==> src/rtl/inst_cache_responder.sv <==
// -----------------------------------------------------------------------------
// inst_cache_responder
//
// Slave end of the instruction bus. A direct-mapped, read-only instruction
// cache that answers hits in the same cycle and stalls fetch on a miss while
// one line is refilled from backing memory, one word per req/ack beat.
//
// Ports:
//   i_clock    - clock
//   i_reset    - synchronous, active-high reset
//   i_addr     - fetch byte address from the IF stage
//   o_inst     - instruction word (NOP whenever o_busy is high)
//   o_busy     - miss/refill in progress; IF holds i_addr and ignores o_inst
//   i_flush    - invalidate every line (fence.i)
//   o_memAddr  - backing-memory word address (byte address, word aligned)
//   o_memRead  - backing-memory read request, held until acknowledged
//   i_memAck   - backing-memory acknowledge; i_memData valid this cycle
//   i_memData  - backing-memory read data
// -----------------------------------------------------------------------------
module inst_cache_responder #(
  parameter int ADDR_WIDTH     = 32,
  parameter int DATA_WIDTH     = 32,
  parameter int LINES          = 16,
  parameter int WORDS_PER_LINE = 4
) (
  input  logic                  i_clock,
  input  logic                  i_reset,
  input  logic [ADDR_WIDTH-1:0] i_addr,
  output logic [DATA_WIDTH-1:0] o_inst,
  output logic                  o_busy,
  input  logic                  i_flush,
  output logic [ADDR_WIDTH-1:0] o_memAddr,
  output logic                  o_memRead,
  input  logic                  i_memAck,
  input  logic [DATA_WIDTH-1:0] i_memData
);

  localparam int BYTE_W = $clog2(DATA_WIDTH / 8);
  localparam int OFF_W  = $clog2(WORDS_PER_LINE);
  localparam int IDX_W  = $clog2(LINES);
  localparam int TAG_W  = ADDR_WIDTH - IDX_W - OFF_W - BYTE_W;
  localparam int SEL_W  = IDX_W + OFF_W;

  localparam logic [DATA_WIDTH-1:0] NOP = DATA_WIDTH'(32'h0000_0013);

  typedef enum logic [0:0] {
    S_IDLE,
    S_FILL
  } state_t;

  // Control state
  state_t               r_state;
  logic [OFF_W-1:0]     r_cnt;
  logic                 r_flushPend;
  logic [LINES-1:0]     r_valid;

  // Latched line being refilled
  logic [TAG_W-1:0]     r_fillTag;
  logic [IDX_W-1:0]     r_fillIdx;

  // Storage arrays: asynchronous read, written on the clock edge, never reset
  logic [TAG_W-1:0]      r_tagArr  [LINES];
  logic [DATA_WIDTH-1:0] r_dataArr [LINES*WORDS_PER_LINE];

  // Address decode
  logic [TAG_W-1:0]      w_tag;
  logic [IDX_W-1:0]      w_idx;
  logic [OFF_W-1:0]      w_off;
  logic [SEL_W-1:0]      w_rdSel;
  logic [SEL_W-1:0]      w_wrSel;
  logic                  w_hit;
  logic                  w_lastBeat;
  logic                  w_wrEn;
  logic                  w_startFill;
  logic [ADDR_WIDTH-1:0] w_fillAddr;
  logic                  w_unused_byteLane;

  assign w_tag   = i_addr[ADDR_WIDTH-1 -: TAG_W];
  assign w_idx   = i_addr[BYTE_W+OFF_W +: IDX_W];
  assign w_off   = i_addr[BYTE_W +: OFF_W];
  assign w_rdSel = {w_idx, w_off};
  assign w_wrSel = {r_fillIdx, r_cnt};

  // Byte-lane bits of the fetch address carry no information for a word cache.
  assign w_unused_byteLane = ^i_addr[BYTE_W-1:0];

  // A hit is only reported from IDLE: during a refill the arrays are mid-update
  // and the bus is stalled anyway.
  assign w_hit = r_valid[w_idx] && (r_tagArr[w_idx] == w_tag) && (r_state == S_IDLE);

  assign w_lastBeat  = (r_cnt == OFF_W'(WORDS_PER_LINE - 1));
  assign w_wrEn      = !i_reset && (r_state == S_FILL) && i_memAck;
  assign w_startFill = !i_reset && (r_state == S_IDLE) && !w_hit;
  assign w_fillAddr  = {r_fillTag, r_fillIdx, r_cnt, {BYTE_W{1'b0}}};

  // Bus-facing outputs. Reset forces the idle/quiet values in the same cycle so
  // an abandoned refill drops its request immediately.
  always_comb begin
    o_inst    = NOP;
    o_busy    = 1'b0;
    o_memRead = 1'b0;
    o_memAddr = '0;
    if (!i_reset) begin
      if (r_state == S_FILL) begin
        o_busy    = 1'b1;
        o_memRead = 1'b1;
        o_memAddr = w_fillAddr;
      end else if (w_hit) begin
        o_inst = r_dataArr[w_rdSel];
      end else begin
        o_busy = 1'b1;
      end
    end
  end

  // Refill controller. A flush clears every valid bit at once; if it lands
  // during a refill the fill still runs to completion (the memory transaction
  // is never aborted) but the refilled line is left invalid.
  always_ff @(posedge i_clock) begin
    if (i_reset) begin
      r_state     <= S_IDLE;
      r_cnt       <= '0;
      r_flushPend <= 1'b0;
      r_valid     <= '0;
    end else begin
      if (i_flush) begin
        r_valid <= '0;
      end
      case (r_state)
        S_IDLE: begin
          if (!w_hit) begin
            r_cnt   <= '0;
            r_state <= S_FILL;
          end
        end
        S_FILL: begin
          if (i_flush) begin
            r_flushPend <= 1'b1;
          end
          if (i_memAck) begin
            r_cnt <= r_cnt + 1'b1;
            if (w_lastBeat) begin
              r_state     <= S_IDLE;
              r_flushPend <= 1'b0;
              // A flush on the final beat also suppresses the valid bit.
              if (!r_flushPend && !i_flush) begin
                r_valid[r_fillIdx] <= 1'b1;
              end
            end
          end
        end
        default: r_state <= S_IDLE;
      endcase
    end
  end

  // Line base captured on the miss cycle; i_addr is ignored until the fill ends.
  always_ff @(posedge i_clock) begin
    if (w_startFill) begin
      r_fillTag <= w_tag;
      r_fillIdx <= w_idx;
    end
  end

  // Array writes: one data word per acknowledged beat, tag with the last beat.
  always_ff @(posedge i_clock) begin
    if (w_wrEn) begin
      r_dataArr[w_wrSel] <= i_memData;
      if (w_lastBeat) begin
        r_tagArr[r_fillIdx] <= r_fillTag;
      end
    end
  end

endmodule

==> config.mk <==
export PLATFORM = sky130hd
export DESIGN_NAME = inst_cache_responder
export DESIGN_NICKNAME = d
export VERILOG_FILES = /design/src/rtl/inst_cache_responder.sv
export SDC_FILE = /design/constraint.sdc
export NUM_CORES = 2
export LEC_CHECK = 0
export CAP_MARGIN = 10
export CELL_PAD_IN_SITES_DETAIL_PLACEMENT = 0
export CELL_PAD_IN_SITES_GLOBAL_PLACEMENT = 1
export CORE_AREA = 3 3 526 528
export DETAILED_ROUTE_END_ITERATION = 16
export DIE_AREA = 0 0 529 531
export GPL_TIMING_DRIVEN = 0
export PLACE_DENSITY = 0.57
export SYNTH_ARGS = -nofsm -noshare
export SYNTH_HDL_FRONTEND = slang
export SYNTH_SLANG_ARGS = --single-unit
==> constraint.sdc <==
create_clock -name i_clock -period 9.4 [get_ports i_clock]
set_clock_uncertainty 0.1 [all_clocks]
set_input_delay 0.94 -clock i_clock [delete_from_list [all_inputs] [get_ports i_clock]]
set_output_delay 0.94 -clock i_clock [all_outputs]
set_load 0.1 [all_outputs]
# Word level (Yosys, flattened, before mapping)
# Memory sizes are Yosys's and may differ from the RTL's.
# Cells that the tools add are included.
# Widths: inputs -> output; s select.
[totals] inputBits=68 reg_bits=48 ramBits=2432 mem_count=2 out_inout_bits=66
[memory_table] memory="r_dataArr" depth=64 width=32 read_ports=1 rd_ports_with_merged_regs=0 write_ports=1 line_no="63" source="logic [DATA_WIDTH-1:0] r_dataArr [LINES*WORDS_PER_LINE];"
[memory_table] memory="r_tagArr" depth=16 width=24 read_ports=1 rd_ports_with_merged_regs=0 write_ports=1 line_no="62" source="logic [TAG_W-1:0] r_tagArr [LINES];"
[op_classes] n_eq_ne=4 n_bitwise=2 mux=34 addsub=1 magnitude_cmp=3 reduce_logical=13
[ops] cell="$mux 32" count=5
[ops] cell="$mux 16" count=6
[ops] cell="$eq 24x24->1" count=1
[ops] cell="$mux 1" count=17
[ops] cell="$or 16x16->16" count=1
[ops] cell="$lt 4x5->1 const B" count=2
[ops] cell="$logic_and 1x1->1" count=8
[ops] cell="$bmux 1 s4" count=1
[ops] cell="$demux 1 s4" count=1
[ops] cell="$ge 4x1->1 const B" count=1
[ops] cell="$logic_not 1->1" count=4
[ops] cell="$mux 2" count=2
[ops] cell="$ne 2x2->1 const B" count=2
[ops] cell="$pmux 2 s2" count=1
[ops] cell="$add 2x1->2 const B" count=1
[ops] cell="$eq 2x2->1 const B" count=1
[ops] cell="$pmux 1 s2" count=1
[ops] cell="$reduce_and 2->1" count=1
[ops] cell="$not 1->1" count=1

# Longest topological paths before layout
[depth] depth_word=9 depth_mapped=14 ltp_nobuf=8

# Worst setup path before layout
# Ideal clock, no wire load.
[synth_path] path_kind="input to output" start="in i_addr[6]" end="out o_inst[10]" required_ns=8.360 n_path_buf=6 arrival_ns=4.497 setup_slack_ns=3.863 path_stages=12 path_cell_list="buf_6 > buf_12 > buf_12 > buf_4 > clkbuf_1 > mux4_2 > xnor2_1 > o21ai_0 > nor4_1 > nand3_2 > buf_2 > nor2b_1"
[synth_via] elab_chain_len=7 elab_cells_between_ends=10 classes_between="eq/ne: 1; mux: 5; reduce/logical: 2; memory: 2"
[synth_lines] item="start, declared" line_no="28" source="input logic [ADDR_WIDTH-1:0] i_addr,"
[synth_lines] item="$mem_v2 16x24 / $bmux 1 s4 (equally long branches)"
[synth_lines] item="$eq 24x24->1 / $mux 1 (equally long branches)" line_no="89" source="assign w_hit = r_valid[w_idx] && (r_tagArr[w_idx] == w_tag) && (r_state == S_IDLE);"
[synth_lines] item="$logic_and 1x1->1 (2 in a row)" line_no="89"
[synth_lines] item="$mux 32 *" line_no="108" source="end else if (w_hit) begin"
[synth_lines] item="$mux 32 *" line_no="104" source="if (r_state == S_FILL) begin"
[synth_lines] item="$mux 32 *" line_no="103" source="if (!i_reset) begin"
[synth_lines] item="end, declared" line_no="29" source="output logic [DATA_WIDTH-1:0] o_inst,"
# Mark *: on every way between the ends. The rest lies on a longest branch, timed or not. The select of a mux whose other input is x is not followed.

# Final worst setup path
[layout_path] start="in i_addr[5]" end="out o_inst[25]"
# Same word-level chain as after synthesis.

==> impl.org <==
** Status
- Run status :: finished, final reports clean

** Floorplan
- The core region is 272,900 um^2.
- In this run the count of I/O pins placed on the die edge is 134.
- The die covers 280,900 um^2.
- Count of standard-cell rows :: 192
- The initial utilization of the core area, before any placement, comes to 34.85%.
- Height of the die :: 531 um
- Die Wd :: 529 um

** Synthesis
- Yosys attributes the largest share of cell area to edfxtp_1, mux4_2, mux2i_1.
- After synthesis, the largest area contributor takes up 77.68% of total cell area.
- Of all flip-flops after synthesis, the portion carrying an async set or reset was 0%.
- Cell area after technology mapping :: 95,100 um^2
- During synthesis, Yosys emitted a total of 0 warnings.
- In this run, distinct cell masters in the synthesized netlist total 59.
- Fraction of the yosys area taken by sequential cells :: 78.10%
- edfxtp_1 takes more of the synthesized area than any other cell.
- Synthesis produced a netlist whose cell count is 3,905.
- In this run, synthesis inferred 2,460 flip-flops with an integrated enable.
- Leading register cell type out of synthesis :: edfxtp_1
- Synthesized flop and latch total :: 2,480
- Dividing the synthesized area by the synthesized cell count gives 24.35 um^2.
- Top cells by instance count after synthesis :: edfxtp_1, mux4_2, clkbuf_1
- edfxtp_1 is the most common cell in the netlist.

** STA
- For the final routed database, the setup TNS stands at 0 ns.
- Final period demand of the worst path :: 8.811 ns
- Unrepaired setup endpoints after global routing :: no
- Fin. max-slew vios :: 0
- Slew headroom :: 10.93%
- Setup violations remaining at the end of the flow were counted as 0.
- For this run, the top clock speed supported by timing is 113.5 MHz.
- Crit share post-route :: 93.74%
- Minimum setup slack in the final design :: 0.5888 ns
- Transition time at the pin with the least slew margin :: 1.336 ns
- The total count of hold-check failures in the final report was 0.

** Cells and area
- Combined area of the multi-input logic cells :: 20,470 um^2
- With fillers left out, the area of the finished cells amounts to 112,300 um^2.
- For this run, the number of standard cells in the final layout without fillers is 8,224.
- Area taken by flip-flops and latches :: 74,270 um^2
- The area growth from synthesis to layout is 18.06%.
- The final layout contains 4,511 nets.
- Filler Cells Inserted :: 23,610
- Proportion of layout cells with a drive suffix above 1 :: 29.84%

** GRT
- Met2 capacity usage during global routing :: 30.96%
- The number of global-route vias before repair was 45,130.
- For this run, the total global-route usage over all layers was measured as 19.39%.
- The number of antenna violations at the first check in global routing is 38.
- For met3 alone, demand over resource in global routing was 3.506%.
- Largest net degree at the start of global routing :: 65
- The layer flagged by global routing as most heavily used is met2.
- First-pass GRT wire length :: 376,800 um
- Summed over all layers, the global routing overflow is 0.
- GR met1 Demand/Resource :: 27.66%

** Setup path
- Crit start category :: input port
- STA classifies the critical path endpoint as an output pin.
- The worst setup path is of the input port to output pin kind.
- Data on the critical path arrives at its endpoint at 7.77 ns.
- Data required time of the worst path :: 8.36 ns
- Max Fanout on Critical Path :: 10

** Detailed routing
- Vias per Instance :: 5.485
- Routed Antenna Nets :: 0
- The first detailed-routing pass ran for 6 iterations.
- For this run, design rule violations remaining after detail routing come to 0.
- The final layout contains routed wiring with a total length of 274,700 um.
- Via count :: 45,110
- In this run, the number of DRC markers left after iteration 0 of detailed routing was 5,688.
- Wire length per cell after detailed routing :: 33.40 um

** Placed design
- Once placement completed, the tool counted placed cells totaling 7,750.
- Detailed placement ended at an HPWL of 183,600 um.
- Summing all placed instances gives a cell area of 104,000 um^2.
- At the placement stage, the worst setup path has a slack of 0.4460 ns.
- Placer's final routability congestion estimate :: 0.7752
- IO buf count :: 126

** Clocking
- Number of buffers added for setup after CTS :: 0
- The clock net in this run drives a total of 2,480 sinks.
- TritonCTS built the clock tree.
- Later-pin clock latency in the skew report :: 0.82 ns
- Number of hold buffers added after cts :: 0
- Buffers inserted during clock tree synthesis total 266.
- The H-tree was split into 5 levels.
- No sink is reached through more buffers than the 4 on the longest clock path.
- Gates resized during post-CTS repair numbered 0.
- Reg clk slew, reported paths :: 0.06 ns
- Root Buffer Master :: clkbuf_16

** Power and ir drop
- Total Power Consumption :: 23,360 uW
- P_leak :: 0.03430 uW
- Power spread over the standard cell area amounts to 208.1 nW/um^2.
- Worst VDD drop :: 0.1572 mV

** Run
- Max_cap viols :: 0

** Worst hold path
- In this run the worst hold path is classified as input port to register.
==> worst max-delay path, cell delays in order <==
cell and delay, ns:
clkdlybuf4s50_1 0.64, buf_2 0.52, buf_2 0.45, buf_2 0.50, buf_2 0.58, o211ai_1 0.21, nor4_1 0.90, nand3_2 0.76
buf_2 0.48, nor2b_1 0.49, clkdlybuf4s50_1 1.24
==> cell families after synthesis <==
family	after synthesis	share of synthesized area, %
AO/OA/AOI/OAI	84	0.6421
XOR/XNOR	33	0.3039
adder cells (fa/ha/maj)	1	0.01316
buffers and inverters	216	1.029
flip-flops	2480	78.10
multiplexers	816	18.45
other	1	0.003943
AND/OR/NAND/NOR	274	1.455
==> per-stage QoR <==
stage                     hold slack, ns  util (%)
final                             0.2677     41.14
after floorplan                   0.3198         -
after CTS                         0.2104     41.05
after global placement            0.3324     36.96
after global routing              0.2458     41.13
after detailed placement          0.3411     38.12
==> where the power goes <==
part	internal [uW]	leakage, uW	switching, uW
combinational	471	0.00812	782
clock	5700	0.00390	4230
sequential	12200	0.0223	24.5
total	18300	0.0343	5030
==> flip-flops by register name (all words and copies together) (netlist names) <==
| name | cells |
|---|---|
| r_cnt | 2 |
| r_state | 1 |
| r_dataArr | 2048 |
| r_flushPend | 1 |
| r_fillIdx | 4 |
| r_valid | 16 |
| r_tagArr | 384 |
| r_fillTag | 24 |
==> layout by cell type (no fill, tap or decap), types with 19 or more instances in the layout <==
master,n
nand2_1,44
buf_12,101
clkdlybuf4s50_1,94
buf_2,51
nor2_4,80
buf_1,39
mux4_2,727
clkbuf_1,179
dfxtp_1,20
mux2i_1,67
edfxtp_1,2460
nor2b_1,35
xnor2_1,20
a22oi_1,22
clkinv_2,27
clkinv_1,53
buf_16,23
and2_1,33
nand3_1,19
buf_8,19
clkbuf_16,272
==> cell type report <==
cell class,instances,share of cell area [%]
multi-input cells,1210,18.23
flip-flops and latches,2480,66.15
clock inverters,111,0.8303
clock buffers,337,6.298
plain buffers,208,0.8581
repair buffers,268,3.574
inverters,8,0.02675
well taps,3589,4.000
diodes,13,0.02898
==> routing by layer <==
metal	wire length, um	up-vias
met2	131300	1806
met1	116500	24990
met5	13	-
met4	6785	2
met3	20030	335
li1	-	17970
==> worst paths after layout <==
path / to / start / slack (ns) / depth (start not counted)
min reg2reg: r_valid[6] / r_valid[6] / 0.35 / 2
max reg2reg: r_dataArr[47][26] / r_state / 5.29 / 7
max: o_inst[25] / i_addr[5] / 0.59 / 11
min: r_dataArr[42][4] / i_memData[4] / 0.27 / 1
No activity file was read; power rests on OpenSTA's default activity.
